### config.mk
export PLATFORM = sky130hd
export DESIGN_NAME = riscv_alu_issue
export DESIGN_NICKNAME = d
export VERILOG_FILES = /design/src/rtl/riscv_alu_issue.sv
export SDC_FILE = /design/constraint.sdc
export NUM_CORES = 1
export LEC_CHECK = 0
export ABC_AREA = 1
export CORE_MARGIN = 10
export CORE_UTILIZATION = 40
export DETAILED_ROUTE_END_ITERATION = 10
export PLACE_DENSITY = 0.81
export SLEW_MARGIN = 25
export SYNTH_ARGS = -nofsm -noshare
export SYNTH_HDL_FRONTEND = slang
export SYNTH_SLANG_ARGS = --single-unit
### constraint.sdc
create_clock -name clk -period 2.4 [get_ports clk]
set_input_delay 0.24 -clock clk [delete_from_list [all_inputs] [get_ports clk]]
set_output_delay 0.24 -clock clk [all_outputs]
set_load 0.005 [all_outputs]
### src/rtl/riscv_alu_issue.sv
// -----------------------------------------------------------------------------
// riscv_alu_issue
//
// Decode-and-issue stage in front of the RV32I integer ALU. Decodes OP, OP-IMM,
// LUI and AUIPC into ALU operand/function controls and hands the result to the
// ALU through a registered output buffer with valid/ready on both sides.
// Instructions this stage cannot decode are still issued in order, marked
// illegal, with zeroed operands and writeback disabled.
//
// Build option:
//   RISCV_ALU_ISSUE_SKID_EN  defined   : 2-entry skid buffer, in_ready registered
//                            undefined : single output register,
//                                        in_ready = !out_valid || out_ready
//
// Ports:
//   clk, rst                 clock, asynchronous active-high reset
//   in_valid / in_ready      front-end handshake
//   in_instr, in_pc          instruction word and its PC
//   in_rs1_data, in_rs2_data register-file operands
//   out_valid / out_ready    ALU-side handshake
//   out_scr1, out_scr2       ALU operands
//   out_op, out_op_extend    ALU function (funct3) and SUB/SRA select
//   out_rd, out_wb_en        destination register and writeback enable
//   out_illegal              instruction not decodable by this stage
// -----------------------------------------------------------------------------
module riscv_alu_issue (
    input  logic        clk,
    input  logic        rst,
    input  logic        in_valid,
    output logic        in_ready,
    input  logic [31:0] in_instr,
    input  logic [31:0] in_pc,
    input  logic [31:0] in_rs1_data,
    input  logic [31:0] in_rs2_data,
    output logic        out_valid,
    input  logic        out_ready,
    output logic [31:0] out_scr1,
    output logic [31:0] out_scr2,
    output logic [2:0]  out_op,
    output logic        out_op_extend,
    output logic [4:0]  out_rd,
    output logic        out_wb_en,
    output logic        out_illegal
);

    localparam logic [6:0] OPC_OP    = 7'b0110011;
    localparam logic [6:0] OPC_IMM   = 7'b0010011;
    localparam logic [6:0] OPC_LUI   = 7'b0110111;
    localparam logic [6:0] OPC_AUIPC = 7'b0010111;

    typedef struct packed {
        logic [31:0] scr1;
        logic [31:0] scr2;
        logic [2:0]  op;
        logic        ext;
        logic [4:0]  rd;
        logic        wb_en;
        logic        illegal;
    } entry_t;

    // ---------------------------------------------------------------------
    // Decode
    // ---------------------------------------------------------------------
    logic [6:0]  opcode;
    logic [2:0]  f3;
    logic [6:0]  f7;
    logic [31:0] imm_i;
    logic [31:0] imm_u;
    logic        legal;
    entry_t      dec;
    // rs1 index is resolved by the register file upstream; not needed here.
    logic [4:0]  unused_rs1_idx;

    assign opcode         = in_instr[6:0];
    assign f3             = in_instr[14:12];
    assign f7             = in_instr[31:25];
    assign imm_i          = {{20{in_instr[31]}}, in_instr[31:20]};
    assign imm_u          = {in_instr[31:12], 12'b0};
    assign unused_rs1_idx = in_instr[19:15];

    always_comb begin
        dec    = '0;
        legal  = 1'b0;
        dec.rd = in_instr[11:7];
        // Operand/function fields are only filled on a legal decode, so an
        // illegal entry carries zero operands and op=000 automatically.
        case (opcode)
            OPC_OP: begin
                if (f7 == 7'b0000000 ||
                    (f7 == 7'b0100000 && (f3 == 3'b000 || f3 == 3'b101))) begin
                    legal    = 1'b1;
                    dec.scr1 = in_rs1_data;
                    dec.scr2 = in_rs2_data;
                    dec.op   = f3;
                    dec.ext  = f7[5];
                end
            end
            OPC_IMM: begin
                case (f3)
                    3'b001: begin
                        if (f7 == 7'b0000000) begin
                            legal    = 1'b1;
                            dec.scr1 = in_rs1_data;
                            dec.scr2 = imm_i;
                            dec.op   = f3;
                        end
                    end
                    3'b101: begin
                        // Shift-right immediates: imm[10] selects arithmetic,
                        // the operand is only the 5-bit shamt.
                        if (f7 == 7'b0000000 || f7 == 7'b0100000) begin
                            legal    = 1'b1;
                            dec.scr1 = in_rs1_data;
                            dec.scr2 = {27'b0, in_instr[24:20]};
                            dec.op   = f3;
                            dec.ext  = in_instr[30];
                        end
                    end
                    default: begin
                        legal    = 1'b1;
                        dec.scr1 = in_rs1_data;
                        dec.scr2 = imm_i;
                        dec.op   = f3;
                    end
                endcase
            end
            OPC_LUI: begin
                legal    = 1'b1;
                dec.scr2 = imm_u;
            end
            OPC_AUIPC: begin
                legal    = 1'b1;
                dec.scr1 = in_pc;
                dec.scr2 = imm_u;
            end
            default: legal = 1'b0;
        endcase
        dec.illegal = !legal;
        dec.wb_en   = legal && (in_instr[11:7] != 5'd0);
    end

    // ---------------------------------------------------------------------
    // Output buffer
    // ---------------------------------------------------------------------
    entry_t out_q, out_d;
    logic   in_fire;
    logic   out_fire;

    assign in_fire  = in_valid && in_ready;
    assign out_fire = out_valid && out_ready;

`ifdef RISCV_ALU_ISSUE_SKID_EN
    typedef enum logic [1:0] {S_EMPTY, S_ONE, S_TWO} state_t;

    state_t state_q, state_d;
    entry_t skid_q, skid_d;
    logic   in_ready_q;

    // in_ready is computed from the next state so it never depends
    // combinationally on out_ready.
    always_ff @(posedge clk or posedge rst) begin
        if (rst) begin
            state_q    <= S_EMPTY;
            out_q      <= '0;
            skid_q     <= '0;
            in_ready_q <= 1'b1;
        end else begin
            state_q    <= state_d;
            out_q      <= out_d;
            skid_q     <= skid_d;
            in_ready_q <= (state_d != S_TWO);
        end
    end

    always_comb begin
        state_d = state_q;
        out_d   = out_q;
        skid_d  = skid_q;
        case (state_q)
            S_EMPTY: begin
                if (in_fire) begin
                    out_d   = dec;
                    state_d = S_ONE;
                end
            end
            S_ONE: begin
                if (in_fire && out_fire) begin
                    out_d = dec;
                end else if (in_fire) begin
                    skid_d  = dec;
                    state_d = S_TWO;
                end else if (out_fire) begin
                    state_d = S_EMPTY;
                end
            end
            S_TWO: begin
                // in_ready is low here, so only the drain path is possible.
                if (out_fire) begin
                    out_d   = skid_q;
                    state_d = S_ONE;
                end
            end
            default: state_d = S_EMPTY;
        endcase
    end

    assign in_ready  = in_ready_q;
    assign out_valid = (state_q != S_EMPTY);
`else
    typedef enum logic {S_EMPTY, S_ONE} state_t;

    state_t state_q, state_d;

    always_ff @(posedge clk or posedge rst) begin
        if (rst) begin
            state_q <= S_EMPTY;
            out_q   <= '0;
        end else begin
            state_q <= state_d;
            out_q   <= out_d;
        end
    end

    always_comb begin
        state_d = state_q;
        out_d   = out_q;
        case (state_q)
            S_EMPTY: begin
                if (in_fire) begin
                    out_d   = dec;
                    state_d = S_ONE;
                end
            end
            S_ONE: begin
                if (in_fire) begin
                    out_d = dec;
                end else if (out_fire) begin
                    state_d = S_EMPTY;
                end
            end
            default: state_d = S_EMPTY;
        endcase
    end

    assign in_ready  = !out_valid || out_ready;
    assign out_valid = (state_q != S_EMPTY);
`endif

    assign out_scr1      = out_q.scr1;
    assign out_scr2      = out_q.scr2;
    assign out_op        = out_q.op;
    assign out_op_extend = out_q.ext;
    assign out_rd        = out_q.rd;
    assign out_wb_en     = out_q.wb_en;
    assign out_illegal   = out_q.illegal;

endmodule

==> results of run 1 <==
power breakdown:
group	switching, W	internal [W]	total, W	leakage, nW
Clock	0.000455	0.000562	0.00102	0.103
Combinational	0.000203	0.000268	0.000471	2.18
Sequential	0.0000127	0.00130	0.00132	1.05
per-layer routing:
layer	GRT usage	vias up
li1	-	2210
met1	0.235	2120
met2	0.333	225
met3	0.0977	20
met4	0.0588	0
met5	0	-
sequential cells by signal, summed over array words and instances, names as in the netlist:
register       cells
out_illegal        1
out_wb_en          1
out_scr1          32
out_scr2          32
out_rd             5
out_valid          1
out_op             3
out_op_extend      1
kinds of logic (layout without fill, tap and decap cells):
| logic type | after synthesis | count (layout) | synth area share |
|---|---|---|---|
| DFF | 76 | 76 | 0.467 |
| AOI/OAI and AO/OA | 18 | 18 | 0.0227 |
| and+or+nand+nor | 437 | 437 | 0.445 |
| buffers and inverters | 60 | 261 | 0.0651 |
worst reg2reg max path: cells and delay by family, from the launching register on:
family / cells / cell delay, ns
buffers and inverters: 2 / 0.59
DFF: 1 / 0.38
and+or+nand+nor: 4 / 0.39
cells in the final DEF (no fill, tap or decap), types with 5 or more instances in the layout:
cell / count
nor2_2: 5
inv_1: 25
buf_4: 6
clkdlybuf4s50_1: 208
clkbuf_8: 12
nand2_2: 7
nor2_1: 6
o21ai_0: 15
dfrtp_1: 76
nand3_1: 60
nand2_1: 349
metrics by stage:
step	total power [W]	instance area, um^2	hold slack (ns)	cells	setup slack (ns)
6_report	0.00280	6480	0.319	925	0.661
5_1_grt	0.00292	6480	0.367	925	0.552
4_1_cts	0.00283	6480	0.328	925	0.687
3_5_place_dp	0.00181	6270	0.464	910	0.323
3_3_place_gp	0.00180	6270	0.461	910	0.377
2_1_floorplan	0.00147	4070	0.339	591	0.222
worst min path at each step:
stage | startpoint | to | slack, ns
2_1_floorplan | in_valid | out_valid$_DFF_PP0_ | 0.34
3_3_place_gp | out_scr1[21]$_DFFE_PP0P_ | out_scr1[21]$_DFFE_PP0P_ | 0.46
3_5_place_dp | out_scr2[29]$_DFFE_PP0P_ | out_scr2[29]$_DFFE_PP0P_ | 0.46
4_1_cts | rst | out_scr1[21]$_DFFE_PP0P_ | 0.33
5_1_grt | rst | out_scr1[19]$_DFFE_PP0P_ | 0.37
6_report | rst | out_rd[0]$_DFFE_PP0P_ | 0.32
cell type report:
class	count	area, um^2
clock buffers	14	173
clock inverters	1	30.0
fillers	846	3390
inverters	29	110
multi-input cells	455	1910
flip-flops and latches	76	1900
well taps	133	166
repair buffers	217	2190
==> impl_results.md, run 1 <==
* Unrepaired setup endpoints after global routing: false
* Initial Util at 0.413
* Crit. Startpoint: in_instr[29]
* M1 WL at approximately 6100 um
* Worst Path Required at ~2.7 ns
* R2R depth at 6
* Routability cong. at between 0.9 and 1
* Nets at 920
* Clock latency on the worst-skew pair at 0.34 ns
* Fin crit share at 0.724
* Synth top cells by count: 350 x nand2_1, 76 x dfrtp_1, 60 x nand3_1, 26 x inv_1, 15 x o21ai_0
* Status: finished clean
* I/O Buffers at between 200 and 250
* Top FF cell, synth: dfrtp_1
* Hold Buf Count CTS at 0
* Crit-path most repeated cell: nand2_1
* Syn-to-layout area delta at 59.1%
* Drt pass-1 iters at 5
* Worst setup SP type: input port
* Worst setup path endpoint: out_scr2[5]$_DFFE_PP0P_
* Hold crit path type: input port to async pin
* CTS H-tree depth at 3
* Netlist Area Pre-Place at ~0.0041 mm^2
* HPWL after DPL at around 11000 um
* Layout cells sized above 1 at 0.0543
* Die H at approximately 120 um
* Core ar. at 0.00986 mm^2
* Yosys cell types at 24
* Worst path bufs/invs at 2
* Routed via count at between 4000 and 5000
* Mapped Avg Cell Area at about 6.9 um^2
* Rows at 36
* Final Setup Violations at 0
* Leak pwr at about 3.3 nW
* Yosys top cell by area: dfrtp_1
* Critical path's slowest cell: clkdlybuf4s50_1
* Vias in the first global route at around 4700
* Setup tns final at 0 ns
* CP Cell Sequence: clkdlybuf4s50_1 -> nor2_2 -> nand3_4 -> nor2_8 -> buf_4 -> nand3_1 -> o21ai_0 -> nand2_1 -> nand2_1
* Antenna diodes at 0
* Seq/Total Area, Yosys at 0.467
* Cell family with most CP delay: simple AND/OR/NAND/NOR gates
* Slowest stage delay, CP at 0.50 ns
* Worst r2r dst: out_scr1[25]$_DFFE_PP0P_
* CTS tree: done
* Highest routed layer: met4
* Crit path depth at 9
* Initial drt markers at 321
* Top-count cell post-synth: nand2_1
* Initial antenna violation count at 0
* Maximum vdd drop at approximately 310 uV
* Worst-margin pin slew at between 0.4 and 0.5 ns
* I/O pin cnt at approximately 210
* Clock skew at 0.00329 ns
* Share of flip-flops with an asynchronous set or reset at 1.00
* DRC Markers at 0
* Vias per cell at just under 5
* CTS resizes at 0
* Final Max Tran Viols at 0
* Remaining Overflow, GRT at 0
* Die Span X at approximately 120 um
* Max cap viols at 0
* GRT Util Overall at 0.205
* Largest net degree at the start of global routing at 80
* Synth area leaders: dfrtp_1 47%, nand2_1 32%, nand3_1 7.4%
* Final WL at 15300 um
* Detail Route met2 WL at 7100 um
* First-pass GRT wire length at roughly 24000 um
* Yosys reg bits at 76
* Power density cells at 433 mW/mm^2
* Post-CTS Setup Inserts at 0
* DR WL met3 at around 1900 um
* Crit Path Category: input port to flop
* R2R Setup Slk at between 0.9 and 1 ns
* Root Driver: clkbuf_8
* Cts bufs inserted at 9
* Wire per inst at between 15 and 20 um
* Slew HR at 0.724
* EDFF count, synth at 0
* Critical R2R Launch: out_valid$_DFF_PP0_
* Yosys warning total at 0
* Die ar. at around 0.015 mm^2
* Clk sink count at 76
* Mapped Cells at 591
* Syn nets at around 720
* Critical path endpoint category: flop
* Reg clk slew, reported paths at ~0.07 ns
* Final antenna-violating net count at 0
* Peak Freq at 0.575 GHz
* Final min period at 1.74 ns
* Critical-path maximum fanout at 27
* Post-synth top area share at 0.467
* Clock Path Buffers at 2
* Endpoints failing hold at 0
* Crit path DAT at approximately 2 ns
* Fin util at 0.657
Note: power is estimated with default switching activity, not from simulation.
==> run 2: changes to the inputs <==
- CORE_UTILIZATION: 40 -> 36
- PLACE_DENSITY: 0.81 -> 0.77
- clock period: 2.4 -> 1.4 ns (I/O delays scaled with it)
==> run 2 against run 1 <==
Design area grew 9.8%. First-iteration DRC count grew 17%. Worst hold slack worse by 0.084 ns. Critical path type is now flop to output pin. Sequential share of layout area fell by 2.6 points. Global-route usage fell by 0.27 points. Critical endpoint is now out_scr2[0]. Routed wire length is 11% higher. Sequential power up 71%. Highest routed layer unchanged. Via count is 3.0% higher.
==> impl_results.md, run 2 (same netlist as run 1, synthesis figures left out) <==
* Layout Cells excl Fill at 969 (was 925)
* Layout cells sized above 1 at 0.112 (was 0.0543)
* Core ar. at 0.0109 mm^2 (was 0.00986 mm^2)
* Critical path's slowest cell: clkdlybuf4s50_1 (unchanged)
* Final Setup Violations at 0 (unchanged)
* Crit. Startpoint: out_scr2[0]$_DFFE_PP0P_ (was in_instr[29])
* Most used cells in the layout excluding fill and tap cells: 346 x nand2_1, 179 x clkdlybuf4s50_1, 76 x dfrtp_1 (was 349 x nand2_1, 208 x clkdlybuf4s50_1, 76 x dfrtp_1)
* I/O Buffers at 208 (unchanged)
* Status: finished clean (unchanged)
* First-pass GRT wire length at 26300 um (was 24200 um)
* Maximum vdd drop at 464 uV (was 315 uV)
* GRT Util Overall at 0.202 (was 0.205)
* Die ar. at 0.0160 mm^2 (was 0.0146 mm^2)
* Die Span X at 126 um (was 121 um)
* R2R Setup Slk at 0.21 ns (was 0.98 ns)
* Crit Path Category: flop to output pin (was input port to flop)
* Clock skew at 0.00742 ns (was 0.00329 ns)
* Crit path DAT at 1.23 ns (was 2.02 ns)
* Fin util at 0.650 (was 0.657)
* Max cap viols at 0 (unchanged)
* Peak Freq at roughly 0.73 GHz
* Crit path depth at 1 (was 9)
* Drt pass-1 iters at 6 (was 5)
* Leak pwr at 3.90 nW (was 3.33 nW)
* Fin crit share at 0.979
* Rows at 38 (was 36)
* Cts bufs inserted at 9 (unchanged)
* Clock latency on the worst-skew pair at 0.33 ns (was 0.34 ns)
* Final Max Tran Viols at 0 (unchanged)
* Wire per inst at 17.6 um (was 16.6 um)
* Critical R2R Launch: out_valid$_DFF_PP0_ (unchanged)
* DRC Markers at 0 (unchanged)
* Routability cong. at 0.874 (was 0.932)
* Setup tns final at 0 ns (unchanged)
* Clk sink count at 76 (unchanged)
* Fin worst setup slack at 0.0289 ns (was 0.661 ns)
* Worst Path Required at 1.26 ns (was 2.69 ns)
* Cell family with most CP delay: buffers and inverters (was simple AND/OR/NAND/NOR gates)
* Remaining Overflow, GRT at 0 (unchanged)
* Slew HR at 0.818 (was 0.724)
* Hold Buf Count CTS at 0 (unchanged)
* Critical path endpoint category: output pin (was flop)
* Reg clk slew, reported paths at 0.06 ns (was 0.07 ns)
* Initial Util at 0.372 (was 0.413)
* Final antenna-violating net count at 0 (unchanged)
* Vias in the first global route at 4910 (was 4715)
* Worst setup path endpoint: out_scr2[0] (was out_scr2[5]$_DFFE_PP0P_)
* Hold WS at 0.235 ns (was 0.319 ns)
* CTS tree: done (unchanged)
* Worst-margin pin slew at 0.274 ns (was 0.414 ns)
* Worst r2r dst: out_scr1[9]$_DFFE_PP0P_ (was out_scr1[25]$_DFFE_PP0P_)
* HPWL after DPL at 12700 um (was 11400 um)
* Pre-CTS setup slack at -0.385 ns (was 0.323 ns)
* Hold crit path type: input port to async pin (unchanged)
* CTS H-tree depth at 3 (unchanged)
* Final min period at 1.37 ns
* Final WL at 17000 um (was 15300 um)
* Power density cells at 760 mW/mm^2 (was 433 mW/mm^2)
* Vias per cell at 4.86 (was 4.95)
* Critical-path maximum fanout at 2 (was 27)
* Routed via count at 4712 (was 4575)
* Worst path bufs/invs at 1 (was 2)
* I/O pin cnt at 209 (unchanged)
* Syn-to-layout area delta at 74.6% (was 59.1%)
* Clock Path Buffers at 2 (unchanged)
* Initial antenna violation count at 0 (unchanged)
* R2R depth at 6 (unchanged)
* Nets at 958 (was 920)
* CP Cell Sequence: clkdlybuf4s50_1 (was clkdlybuf4s50_1 -> nor2_2 -> nand3_4 -> nor2_8 -> buf_4 -> nand3_1 -> o21ai_0 -> nand2_1 -> nand2_1)
* Antenna diodes at 0 (unchanged)
* Root Driver: clkbuf_16 (was clkbuf_8)
* Worst setup SP type: flop (was input port)
* Unrepaired setup endpoints after global routing: false (unchanged)
* Initial drt markers at 375 (was 321)
* Die H at 126 um (was 121 um)
* Post-Place Cells at 949 (was 910)
* Endpoints failing hold at 0 (unchanged)
* Largest net degree at the start of global routing at 43 (was 80)
* Slowest stage delay, CP at 0.55 ns (was 0.50 ns)
* Commonest non-fill, non-tap cell in the layout: nand2_1 (unchanged)
run 2: layout make-up:
type	count	area, um^2
well taps	140	175
flip-flops and latches	76	1900
clock inverters	5	55.1
fillers	959	3830
multi-input cells	455	1950
inverters	29	113
repair buffers	255	2690
clock buffers	9	225
run 2: how the worst min path moves through the flow:
stage	from	endpoint	depth (start not counted)
6_report	rst	out_scr2[10]$_DFFE_PP0P_	3
5_1_grt	rst	out_scr2[7]$_DFFE_PP0P_	3
3_3_place_gp	out_scr1[7]$_DFFE_PP0P_	out_scr1[7]$_DFFE_PP0P_	2
2_1_floorplan	in_valid	out_valid$_DFF_PP0_	2
3_5_place_dp	out_scr2[3]$_DFFE_PP0P_	out_scr2[3]$_DFFE_PP0P_	2
4_1_cts	rst	out_scr2[8]$_DFFE_PP0P_	3
run 2: timing repair:
action                                  CTS  global route
pin swaps                                 3            12
gates cloned                              0             4
gates resized for setup                   8            36
endpoints found under the setup margin   24            77
buffers inserted                          0             2
run 2: power by group:
group          switching, W  total [W]  internal [W]
Combinational      0.000370   0.000897      0.000527
Sequential        0.0000216    0.00226       0.00224
Clock              0.000895    0.00225       0.00135
Total               0.00129    0.00540       0.00412
run 2: worst register-to-register path, cell delays in order, from the launching register on:
cell,delay [ns]
dfrtp_1,0.37
nand2_1,0.11
nand2_2,0.08
inv_2,0.10
buf_4,0.29
nand2_1,0.11
nand2_1,0.07
run 2: per-layer routing:
layer  GRT usage  vias up  part of all wire
li1            -     2287                 -
met1       0.226     2206              0.39
met2       0.345      172              0.50
met3      0.0496       47             0.060
met4       0.111        0             0.044
met5           0        -                 0
run 2: through the flow:
stage | area (um^2) | power (W)
after detailed placement | 6640 | 0.00319
after global placement | 6640 | 0.00318
after global routing | 7110 | 0.00561
final | 7110 | 0.00540
after CTS | 6920 | 0.00546
after floorplan | 4080 | 0.00253
